### config.mk
export PLATFORM = sky130hd
export DESIGN_NAME = fetch_unit
export DESIGN_NICKNAME = d
export VERILOG_FILES = /design/src/rtl/fetch_unit.sv
export SDC_FILE = /design/constraint.sdc
export NUM_CORES = 1
export LEC_CHECK = 0
export CAP_MARGIN = 15
export CELL_PAD_IN_SITES_DETAIL_PLACEMENT = 1
export CELL_PAD_IN_SITES_GLOBAL_PLACEMENT = 1
export CORE_MARGIN = 2
export CORE_UTILIZATION = 25
export CTS_BUF_LIST = sky130_fd_sc_hd__clkbuf_16
export CTS_CLUSTER_DIAMETER = 40
export CTS_CLUSTER_SIZE = 25
export DETAILED_ROUTE_END_ITERATION = 7
export GPL_TIMING_DRIVEN = 0
export PLACE_DENSITY = 0.74
export SLEW_MARGIN = 20
export SYNTH_ARGS = -nofsm -noshare
export SYNTH_HDL_FRONTEND = slang
export SYNTH_SLANG_ARGS = --single-unit
### constraint.sdc
create_clock -name clock -period 2.6 [get_ports clock]
set_input_delay 0.78 -clock clock [delete_from_list [all_inputs] [get_ports clock]]
set_output_delay 0.78 -clock clock [all_outputs]
set_load 0.03 [all_outputs]
### src/rtl/fetch_unit.sv
// Instruction fetch stage: reads instruction words, resolves one level of indirection, and issues IR/AR/I to execute.
// One-cycle memory latency; issue after 4 cycles (direct) or 6 (indirect); outputs held stable until instr_ready.
module fetch_unit #(
  parameter logic [11:0] RESET_PC = 12'h000
) (
  input  logic        clock,
  input  logic        reset_n,
  output logic [11:0] mem_address,
  output logic        mem_write_enable,
  input  logic [15:0] mem_data,
  output logic        instr_valid,
  input  logic        instr_ready,
  output logic [15:0] ir_out,
  output logic [11:0] ar_out,
  output logic        i_out,
  output logic [11:0] pc_out,
  input  logic        pc_load,
  input  logic [11:0] pc_in,
  input  logic        halt,
  output logic        halted
);

  typedef enum logic [2:0] {
    F_REQ  = 3'd0,
    F_CAP  = 3'd1,
    DECODE = 3'd2,
    I_REQ  = 3'd3,
    I_CAP  = 3'd4,
    ISSUE  = 3'd5,
    STOP   = 3'd6
  } state_t;

  state_t      state;
  state_t      state_nxt;
  logic [11:0] pc;
  logic [11:0] ar;
  logic [15:0] ir;
  logic        ind;
  logic        xfer;

  always_ff @(posedge clock or negedge reset_n) begin
    if (!reset_n) begin
      state <= F_REQ;
    end else begin
      state <= state_nxt;
    end
  end

  always_comb begin
    state_nxt   = state;
    xfer        = 1'b0;
    instr_valid = 1'b0;
    halted      = 1'b0;
    mem_address = pc;
    case (state)
      F_REQ:  state_nxt = F_CAP;
      F_CAP:  state_nxt = DECODE;
      // Register-reference opcode (111) carries I=1 but never dereferences memory.
      DECODE: state_nxt = (ir[15] && (ir[14:12] != 3'b111)) ? I_REQ : ISSUE;
      I_REQ: begin
        mem_address = ar;
        state_nxt   = I_CAP;
      end
      I_CAP: begin
        mem_address = ar;
        state_nxt   = ISSUE;
      end
      ISSUE: begin
        instr_valid = 1'b1;
        if (instr_ready) begin
          xfer      = 1'b1;
          state_nxt = halt ? STOP : F_REQ;
        end
      end
      STOP:    halted = 1'b1;
      default: state_nxt = F_REQ;
    endcase
  end

  always_ff @(posedge clock or negedge reset_n) begin
    if (!reset_n) begin
      pc  <= RESET_PC;
      ir  <= 16'h0000;
      ar  <= 12'h000;
      ind <= 1'b0;
    end else begin
      case (state)
        F_CAP: begin
          ir <= mem_data;
          pc <= pc + 12'd1;
        end
        DECODE: begin
          ar  <= ir[11:0];
          ind <= ir[15];
        end
        I_CAP: ar <= mem_data[11:0];
        // Halt wins over a simultaneous redirect, leaving PC untouched.
        ISSUE: if (xfer && !halt && pc_load) pc <= pc_in;
        default: ;
      endcase
    end
  end

  assign mem_write_enable = 1'b0;
  assign ir_out           = ir;
  assign ar_out           = ar;
  assign i_out            = ind;
  assign pc_out           = pc;

endmodule

* Word level (Yosys, flattened, before mapping)
Cells that the tools add are included.
Widths: inputs -> output; s select.
** Storage, ports and cells
- Flip-flop bits (word level) :: 44
- Bits in read-only memories :: 0
- Latch bits :: 0
- Memory bits (writable) :: 0
- Memories :: 0
** Operators by class
- Divide/modulo/power cells :: 0
- Multiply operators :: 0
- $add $sub $neg :: 1
- Order comparisons :: 0
- Bitwise logic cells :: 1
- Eq/ne operators :: 9
- Shift operators :: 0
- Reductions and logical operators :: 10
- Multiplexer cells :: 12
** Operators with widths (number)
- $pmux 12 s2 :: 2
- $mux 12 :: 2
- $pmux 3 s7 :: 1
- $add 12x1->12 const B :: 1
- $eq 3x3->1 const B :: 3
- $mux 3 :: 3
- $eq 3x2->1 const B :: 2
- $mux 1 :: 4
- $ne 2x2->1 const B :: 2
- $reduce_and 2->1 :: 2
- $reduce_bool 2->1 :: 2
- $eq 3x1->1 const B :: 1
- $logic_and 1x1->1 :: 3
- $logic_not 3->1 :: 1
- $ne 3x3->1 const B :: 1
- $reduce_or 2->1 :: 1
- $logic_not 1->1 :: 1
- $not 1->1 :: 1

* Depth between registers and ports, before layout
- Word-level depth :: 6
- Gate-level depth with buffers :: 7
- Gate-level depth less buffers :: 5

* Least setup slack after synthesis
OpenSTA, ideal clock, no wires.
- Path type :: reg2out
- Start point :: register state[0]
- End point :: output mem_address[10]
- Path slack :: 357 ps
- Stages on the path, launching flop included :: 6
- Arrival time :: 1463 ps
- Path through :: dfrtp_1 > buf_2 > nand2b_4 > o22a_1 > buf_4 > mux2_1
** On the way
- Longest elaborated chain between the ends :: 3
- Elaborated cells between the ends (all ways) :: 4
- Those cells by class :: eq/ne: 2; mux: 1; reduce/logical: 1
** Ends and longest elaborated chain
- start: declaration :: RTL line 33 : state_t state;
- start signal: assignment :: RTL line 45 : state <= state_nxt;
- $eq 3x3->1 or $eq 3x2->1 (tied branches) :: RTL line 55 : case (state)
- $reduce_or 2->1 (no source line) *
- $mux 12 * :: RTL line 55
- end: declaration :: RTL line 8 : output logic [11:0] mem_address,
Mark *: on every way between the ends. The rest lies on a longest branch, timed or not.

* Worst setup path after layout
- Start point :: register state[0]
- End point :: output mem_address[7]
Same word-level chain as after synthesis.

==> flow_summary.rst <==
.. list-table::
   :header-rows: 1

   * - Metric
     - Value
   * - Final GP Congestion
     - 0.800
   * - Remaining global-route overflow
     - 0
   * - Setup crit start kind
     - register
   * - Hold slack final
     - 0.470 ns
   * - Final hold violation count
     - 0
   * - Diode insertion count for antenna repair
     - 0
   * - Clock slew at reported path FFs
     - 0.06 ns
   * - Count of endpoints failing setup in the final report
     - 0
   * - Count of standard-cell rows
     - 35
   * - Total length of routed wires
     - 8480 um
   * - Worst Setup Slack post-DPL
     - -0.316 ns
   * - Top cells by area in the synthesized netlist
     - sky130_fd_sc_hd__dfrtp_1 (46%), sky130_fd_sc_hd__mux2_2 (9.0%), sky130_fd_sc_hd__o22ai_1 (7.1%), sky130_fd_sc_hd__a21oi_1 (5.9%), sky130_fd_sc_hd__o22a_1 (4.8%)
   * - Average detailed-routed wire length per instance
     - 18.5 um
   * - Number of vias per cell after detailed routing
     - 5.07
   * - Lkg Pwr
     - 1.43 nW
   * - Ratio of total power to cell area
     - 1710 nW/um2
   * - Share of the core filled with cells
     - 38.8%
   * - Part of the power in combinational logic
     - 63.1%
   * - Ys async rst share
     - 100%
   * - TritonCTS clock tree
     - built
   * - Peak supply drop
     - 614 uV
   * - Share of Yosys cell area claimed by the top area cell type
     - 46.3%
   * - Clock insertion delay at the later pin of the skew report
     - 0.29 ns
   * - Area overhead of the layout relative to synthesis
     - 50.7%
   * - Number of global-route vias before repair
     - 2575
   * - Largest net degree at the start of global routing
     - 26
   * - Shortest period the worst path allows
     - 2.55 ns
   * - Number of antenna violations at the first check in global routing
     - 0
   * - Netlist area before placement
     - 2380 um2
   * - Filler cell count
     - 1053
   * - Max Cap Viol
     - 0
   * - Final Max Tran Viols
     - 0
   * - Final period util
     - 98.2%
   * - DRC violations left
     - 0
   * - Reg-to-Reg End
     - ir_out[4]$_DFFE_PN0P_
   * - Register area
     - 1100 um2
   * - Count of different cell masters after synthesis
     - 38
   * - Die Area
     - 10300 um2
   * - Top-Level Pins
     - 89
   * - Starting density of the core
     - 25.7%
   * - Endpoint type of the worst setup path
     - primary output
   * - Cell type with the highest aggregate area in the netlist
     - sky130_fd_sc_hd__dfrtp_1
   * - CP required
     - 1.82 ns
   * - Proportion of power drawn by the clock network
     - 12.0%
   * - Crit path arrival time
     - 1.77 ns
   * - 1st-iter DRT viols
     - 35
   * - Slew at the pin closest to its max-slew limit
     - 0.542 ns
   * - Area of the multi-input gates
     - 1170 um2
   * - Width of the die
     - 102 um
   * - Highest clock rate
     - 392 MHz
   * - Syn. warnings
     - 0
   * - First-pass GRT wire length
     - 13700 um
   * - Slew headroom
     - 63.9%
   * - Number of synthesized flops with an enable pin
     - 0
   * - Run status
     - finished clean
   * - Final setup slack of the worst path
     - 0.0463 ns
   * - Design Power
     - 6.14 mW
   * - Internal cell power
     - 3.14 mW
   * - Setup repair after global routing missed its margin
     - no
   * - Switching share of power
     - 48.9%
   * - Maximum number of buffers from clock root to sink
     - 2
   * - Cell chosen for the clock root
     - sky130_fd_sc_hd__clkbuf_16
   * - Via count
     - 2323
   * - Fraction of final layout cells with drive strength greater than 1
     - 20.1%
   * - Net switching power of the design
     - 3.00 mW
   * - Total Neg Setup Slack
     - 0 ns
   * - Most frequent standard cell in the layout excluding fill and tap cells
     - sky130_fd_sc_hd__clkdlybuf4s50_1
   * - Sequential-to-total area share from yosys stat
     - 46.3%
   * - Synthesized netlist net count
     - 266
   * - Core outline area
     - 9240 um2
   * - All-layer global routing usage
     - 17.1%
   * - Count of clock tree sinks
     - 44
   * - Number of iterations in the first detailed-routing pass
     - 4
   * - Worst clock skew
     - 0.00410 ns
   * - FF-to-FF Start
     - state[1]$_DFFE_PN0P_
   * - Seq cells post-synth
     - 44
   * - Most frequent cells in the layout
     - sky130_fd_sc_hd__clkdlybuf4s50_1 (72), sky130_fd_sc_hd__dfrtp_1 (42), sky130_fd_sc_hd__a21oi_1 (28)
   * - Number of instances in the synthesized netlist
     - 232
   * - Worst Reg2Reg Path Length in Cells
     - 4
   * - Largest driver fanout on the critical path
     - 10
   * - DIE HEIGHT
     - 102 um
   * - H-tree levels
     - 2
   * - Average cell area after synthesis
     - 10.2 um2
   * - Predominant post-synthesis flop cell
     - sky130_fd_sc_hd__dfrtp_1
   * - Worst hold path class
     - in2async
   * - Nets@finish
     - 362
   * - Critical path start-end classification
     - reg2out
   * - Number of buffers added on ports
     - 87
   * - Part of the power in registers
     - 24.9%
   * - Number of nets with antenna violations after detailed routing
     - 0
   * - Total half-perimeter wirelength after legalization and detailed placement
     - 6210 um
   * - Setup slack of the worst register-to-register path
     - 0.75 ns
   * - TritonCTS buffer count
     - 5
-- synthesized netlist by cell type (2+ instances only) --
cell type / count
sky130_fd_sc_hd__a2bb2oi_1: 2
sky130_fd_sc_hd__o21ai_0: 10
sky130_fd_sc_hd__and3_1: 4
sky130_fd_sc_hd__a21o_1: 2
sky130_fd_sc_hd__a21oi_1: 28
sky130_fd_sc_hd__a31oi_1: 2
sky130_fd_sc_hd__clkbuf_1: 6
sky130_fd_sc_hd__mux2_2: 19
sky130_fd_sc_hd__inv_1: 2
sky130_fd_sc_hd__o22a_1: 13
sky130_fd_sc_hd__nand3b_1: 3
sky130_fd_sc_hd__buf_4: 5
sky130_fd_sc_hd__nand3_1: 9
sky130_fd_sc_hd__mux2_1: 10
sky130_fd_sc_hd__o22ai_1: 27
sky130_fd_sc_hd__nor2_1: 3
sky130_fd_sc_hd__buf_2: 8
sky130_fd_sc_hd__a32oi_1: 2
sky130_fd_sc_hd__nand2_1: 15
sky130_fd_sc_hd__dfrtp_1: 44
-- routing by layer --
| metal | part of all wire [%] | global-route usage (%) |
|---|---|---|
| met1 | 45 | 21.8 |
| met2 | 49 | 29.4 |
| met3 | 5.3 | 4.00 |
| met4 | 0.79 | 4.16 |
| met5 | 0 | 0 |
-- per-stage QoR --
stage,cells,area (um2)
final,458,3580
after global routing,458,3580
after CTS,457,3570
after detailed placement,449,3420
after global placement,448,3410
after floorplan,232,2380
-- logic make-up (layout without fill, tap and decap cells) --
family	count (synthesis)	count (layout)	synth area share, %
fa+ha+maj	1	1	0.526
flops	44	44	46.3
compound gates	94	94	25.4
other cells	1	1	0.158
buf+inv	22	119	4.68
mux	29	29	13.7
simple gates	41	41	9.16
-- worst max-delay path, stage by stage (launching register included) --
cell and delay [ns]:
sky130_fd_sc_hd__dfrtp_2 0.43, sky130_fd_sc_hd__nand2b_4 0.18, sky130_fd_sc_hd__o22a_4 0.22, sky130_fd_sc_hd__buf_6 0.15, sky130_fd_sc_hd__mux2_1 0.31, sky130_fd_sc_hd__buf_2 0.18
-- what timing repair did --
item                                    in CTS  in global routing
resized for setup                           66                  3
buffers inserted                             2                  2
hold buffers                                 0                  0
endpoints found under the setup margin      14                  4
pin swaps                                    1                  0
-- worst max-delay path by stage --
stage / slack, ns / startpoint / depth (start not counted) / end
2_1_floorplan: 0.36 / state[0]$_DFFE_PN0P_ / 5 / mem_address[10]
3_3_place_gp: -0.61 / reset_n / 1 / ir_out[9]$_DFFE_PN0P_
3_5_place_dp: -0.32 / state[0]$_DFFE_PN0P_ / 6 / mem_address[4]
4_1_cts: 0.009 / state[0]$_DFFE_PN0P_ / 5 / mem_address[4]
5_1_grt: 0.003 / state[2]$_DFFE_PN0P_ / 5 / mem_address[4]
6_report: 0.05 / state[0]$_DFFE_PN0P_ / 5 / mem_address[7]
-- sequential cells by signal, summed over array words and instances, names as in the netlist --
name / count
ir_out: 16
ar_out: 12
pc_out: 12
state: 3
i_out: 1
-- area by class of cell --
class / instances / area share [%]
plain buffers: 16 / 2.55
multi-input cells: 166 / 32.8
inverters: 3 / 0.314
repair buffers: 92 / 24.4
clock buffers: 5 / 3.49
clock inverters: 3 / 1.19
flip-flops and latches: 44 / 30.8
well taps: 129 / 4.50
-- power groups by stage --
stage | Clock, mW | Combinational (mW) | Sequential [mW]
after CTS | 0.759 | 3.87 | 1.53
after global routing | 0.774 | 4.17 | 1.60
after floorplan | 0 | 1.86 | 2.02
final | 0.740 | 3.87 | 1.53
after global placement | 0 | 3.88 | 1.49
after detailed placement | 0 | 3.96 | 1.52
No activity file was read; power rests on OpenSTA's default activity.
